**config.mk**
```make
export PLATFORM = sky130hd
export DESIGN_NAME = mul_div_sequencer
export DESIGN_NICKNAME = d
export VERILOG_FILES = /design/src/rtl/mul_div_sequencer.sv
export SDC_FILE = /design/constraint.sdc
export NUM_CORES = 1
export LEC_CHECK = 0
export CELL_PAD_IN_SITES_DETAIL_PLACEMENT = 0
export CELL_PAD_IN_SITES_GLOBAL_PLACEMENT = 1
export CORE_UTILIZATION = 47
export DETAILED_ROUTE_END_ITERATION = 16
export HOLD_SLACK_MARGIN = 0.05
export PLACE_DENSITY_LB_ADDON = 0.15
export SYNTH_ARGS = -nofsm -noshare
export SYNTH_HDL_FRONTEND = slang
export SYNTH_SLANG_ARGS = --single-unit
export TNS_END_PERCENT = 1
```
**constraint.sdc**
```tcl
create_clock -name clk -period 14.3 [get_ports clk]
set_clock_uncertainty 0.1 [all_clocks]
set_input_delay 2.145 -clock clk [delete_from_list [all_inputs] [get_ports clk]]
set_output_delay 2.145 -clock clk [all_outputs]
set_load 0.05 [all_outputs]
```
**src/rtl/mul_div_sequencer.sv**
```systemverilog
// Iterative 32-bit MUL/MULHU/DIVU/REMU sequencer around one shared ALU; accept in cycle T gives out_valid in cycle T+33.
// One operation in flight; the result is held in DONE until out_ready, and kill aborts from any busy state.

module alu (
  input  logic [3:0]  alufn,
  input  logic [31:0] a,
  input  logic [31:0] b,
  output logic [31:0] y,
  output logic        cf
);
  logic [32:0] wide;

  always_comb begin
    wide = 33'd0;
    y    = 32'd0;
    cf   = 1'b0;
    case (alufn)
      4'b0000: begin
        wide = {1'b0, a} + {1'b0, b};
        y    = wide[31:0];
        cf   = wide[32];
      end
      4'b0001: begin
        // cf = 1 means no borrow, i.e. a >= b unsigned
        wide = {1'b0, a} - {1'b0, b};
        y    = wide[31:0];
        cf   = ~wide[32];
      end
      default: begin
        y  = 32'd0;
        cf = 1'b0;
      end
    endcase
  end
endmodule

module mul_div_sequencer #(
  parameter int n = 32
) (
  input  logic          clk,
  input  logic          rst,
  input  logic          in_valid,
  output logic          in_ready,
  input  logic [1:0]    op,
  input  logic [n-1:0]  rs1,
  input  logic [n-1:0]  rs2,
  input  logic          kill,
  output logic          out_valid,
  input  logic          out_ready,
  output logic [n-1:0]  result,
  output logic          busy
);
  typedef enum logic [1:0] {IDLE, RUN, DONE} state_t;

  state_t      state;
  logic [1:0]  op_q;
  logic [31:0] rs2_q;
  logic [31:0] hi;
  logic [31:0] lo;
  logic [4:0]  cnt;

  logic        is_div;
  logic [3:0]  alufn;
  logic [31:0] alu_a;
  logic [31:0] alu_y;
  logic        alu_cf;
  logic        carry;
  logic [31:0] sum_hi;
  logic        take;
  logic [31:0] hi_nxt;
  logic [31:0] lo_nxt;
  logic [31:0] res_nxt;

  assign is_div   = op_q[1];
  assign alufn    = is_div ? 4'b0001 : 4'b0000;
  // divide trial subtracts from the left-shifted remainder; multiply adds into hi
  assign alu_a    = is_div ? {hi[30:0], lo[31]} : hi;
  assign in_ready = (state == IDLE) && !kill;
  assign busy     = (state != IDLE);

  alu u_alu (
    .alufn (alufn),
    .a     (alu_a),
    .b     (rs2_q),
    .y     (alu_y),
    .cf    (alu_cf)
  );

  always_comb begin
    carry  = 1'b0;
    sum_hi = hi;
    take   = 1'b0;
    hi_nxt = hi;
    lo_nxt = lo;
    if (!is_div) begin
      carry  = lo[0] ? alu_cf : 1'b0;
      sum_hi = lo[0] ? alu_y : hi;
      hi_nxt = {carry, sum_hi[31:1]};
      lo_nxt = {sum_hi[0], lo[31:1]};
    end else begin
      // hi[31] is the bit shifted out; if set, the 33-bit remainder exceeds rs2
      take   = hi[31] | alu_cf;
      hi_nxt = take ? alu_y : {hi[30:0], lo[31]};
      lo_nxt = {lo[30:0], take};
    end
    // MUL and DIVU read lo (product low / quotient); MULHU and REMU read hi
    res_nxt = op_q[0] ? hi_nxt : lo_nxt;
  end

  always_ff @(posedge clk) begin
    if (rst) begin
      state     <= IDLE;
      op_q      <= 2'd0;
      rs2_q     <= 32'd0;
      hi        <= 32'd0;
      lo        <= 32'd0;
      cnt       <= 5'd0;
      out_valid <= 1'b0;
      result    <= '0;
    end else begin
      case (state)
        IDLE: begin
          if (in_valid && in_ready) begin
            op_q  <= op;
            rs2_q <= rs2;
            hi    <= 32'd0;
            lo    <= rs1;
            cnt   <= 5'd0;
            state <= RUN;
          end
        end
        RUN: begin
          if (kill) begin
            state <= IDLE;
          end else begin
            hi  <= hi_nxt;
            lo  <= lo_nxt;
            cnt <= cnt + 5'd1;
            if (cnt == 5'd31) begin
              state     <= DONE;
              out_valid <= 1'b1;
              result    <= res_nxt;
            end
          end
        end
        DONE: begin
          if (kill || out_ready) begin
            state     <= IDLE;
            out_valid <= 1'b0;
          end
        end
        default: begin
          state     <= IDLE;
          out_valid <= 1'b0;
        end
      endcase
    end
  end
endmodule

```
==> flow_summary.ini <==
[yosys]
syn_nets = 1624
avgSynthCellArea_um2 = 7.50
synth_top_cell_by_area = dfxtp_1
syn-cell-area_um2 = 11100
ys_ff_latch = 138
ys_types = 84
synth.top_cell.area_share = 0.249
syn_inst = 1479
ys_warn_count = 0
async_reset_ff_frac = 0
synth-seq-area-share = 0.249
ys.flop_type = dfxtp_1
synthTopCellsByArea = dfxtp_1, a21oi_1, ha_1
synth_edf_count = 0

[clocking]
cts.path.max_buffers = 2
clockRootBuffer = clkbuf_16
postCtsHoldBufs = 0
tritoncts = done
insertion_delay_ns = 0.44
cts_resized = 0
cts_setup_buffers = 0
cts_sinks = 138
clkTransAtPathRegs_ns = 0.06
cts_made_buffers = 17
ctsHtreeMaxLevel = 4

[placed_design]
place_congestion = 0.982
placed_cell_area_um2 = 12200
place_ws_ns = 8.27
placedCellCount = 1808
port_buffers = 105
dp_hpwl_um = 26800

[worst_setup_path]
critPathRequiredTime_ns = 12.06
cp.arrival_ns = 3.79
crit_type = in2out
cpMostUsedCell = clkdlybuf4s50_1
path_cells = clkdlybuf4s50_1, nor3_1, clkdlybuf4s50_1
critical_path.slowest_cell = clkdlybuf4s50_1
cp-start-kind = input pin
cp_max_fo = 7
slowest_delay_ns = 0.86
critPathCaptureType = output port

[power_and_ir_drop]
p_int_w = 0.000729
p_leak_nw = 4.93
p_comb_frac = 0.211
seqPwrFrac = 0.375
power_per_cell_area_nw_per_um2 = 85.2
irDropWorstVdd_mv = 0.0567
netSwitchingFraction = 0.330
switching_power_w = 0.000359
p_clk_frac = 0.415

[sta]
setup_viol_count_final = 0
grt_setup_unrepaired = false
slew_headroom = 0.388
min_period_over_period = 0.422
setup_tns_ns = 0
tightest_slew_ns = 0.915
setup_ws_ns = 8.26
fmax_mhz = 166
hold_viol = 0
slew_violations = 0
period_needed_ns = 6.04

[run]
cap_violations = 0

[routing]
dr.pass1.iters = 6
detail-route-antenna-nets = 0
vias = 10900
viasPerCell = 5.90
route.detailed.drc = 0
drtIter0Drc = 772
wl_um = 36000
routedWlPerCell_um = 19.6

[global_routing]
track_usage = 0.299
grt_pass1_wl_um = 56200
overflow = 0
grt_max_degree = 68
grt_pass1_vias = 10100
antenna_found_initial = 0

[floorplan]
rows = 55
start_util = 0.484
core_um2 = 22900
die_area_um2 = 24200
fp.dieH_um = 156
die_w_um = 156
ios = 106

[cells_and_area]
mostFrequentLayoutCells = nand2_1, a21oi_1, dfxtp_1, clkdlybuf4s50_1, nor2_1
design_area_um2 = 12800
area_growth_pct = 15.1
nets = 1659
fin_cells = 1841
drive_above_1_share = 0.0753
final_common_cell = nand2_1

[outcome]
status = finished clean

[hold_path]
min_path_type = reg2reg
==> cells by family after synthesis <==
group | Yosys count | share of synthesized area
flops | 138 | 0.249
mux | 85 | 0.0811
xor+xnor | 51 | 0.0403
simple gates | 486 | 0.202
compound gates | 479 | 0.279
buf+inv | 166 | 0.0636
fa+ha+maj | 74 | 0.0849
==> critical path: cells and delay by family <==
family / cells / cell delay [ns]
buffers and inverters: 2 / 1.37
AND/OR/NAND/NOR: 1 / 0.28
==> flip-flops by register name, indices dropped and copies added (netlist names) <==
name and count:
cnt 5, result 32, hi 32, op_q 2, lo 32, state 2
out_valid 1, rs2_q 32
==> stage by stage <==
step	util	total power [W]	hold WS, ns
2_1_floorplan	-	0.000570	0.336
3_3_place_gp	0.531	0.000643	0.343
3_5_place_dp	0.531	0.000643	0.345
4_1_cts	0.557	0.00109	0.357
5_1_grt	0.557	0.00113	0.379
6_report	0.557	0.00109	0.358
==> path summary, 6_finish.rpt <==
check | from | slack, ns | endpoint | depth (start not counted)
worst max-delay path | kill | 8.26 | in_ready | 3
worst min-delay path | result[1] | 0.36 | result[1] | 2
worst max register to register | op_q[1] | 8.43 | result[8] | 14
worst min register to register | result[1] | 0.36 | result[1] | 2
==> per-layer routing <==
layer | GRT usage | part of all wire
met1 | 0.381 | 0.44
met2 | 0.508 | 0.48
met3 | 0.0386 | 0.048
met4 | 0.124 | 0.033
met5 | 0 | 0
==> area by class of cell <==
type                            instances  area, µm²
Tap cell                              313        392
Inverter                               63        236
Fill cell                            2256      10100
Sequential cell                       138       2770
Clock inverter                         13        123
Antenna cell                            1       2.50
Timing Repair Buffer                  119       1150
Clock buffer                           19        464
Multi-Input combinational cell       1175       7630
==> cells in the mapped netlist, types with 18 or more instances <==
cell,n
o211ai_1,45
inv_1,61
a211oi_1,23
nor2b_1,21
clkbuf_1,68
nor3_1,36
a211o_1,18
nor2_1,96
xnor2_1,38
dfxtp_1,138
mux2i_1,46
a21oi_1,186
nand2_1,217
o21ai_0,67
mux2_2,39
nand3_1,23
ha_1,72
==> power groups by stage <==
stage / combinational (W) / sequential, W / clock [W]
5_1_grt: 0.000250 / 0.000409 / 0.000474
3_5_place_dp: 0.000226 / 0.000416 / 0
2_1_floorplan: 0.000159 / 0.000412 / 0
6_report: 0.000229 / 0.000408 / 0.000451
4_1_cts: 0.000228 / 0.000408 / 0.000457
3_3_place_gp: 0.000227 / 0.000416 / 0
Power figures use the tool's default switching activity.
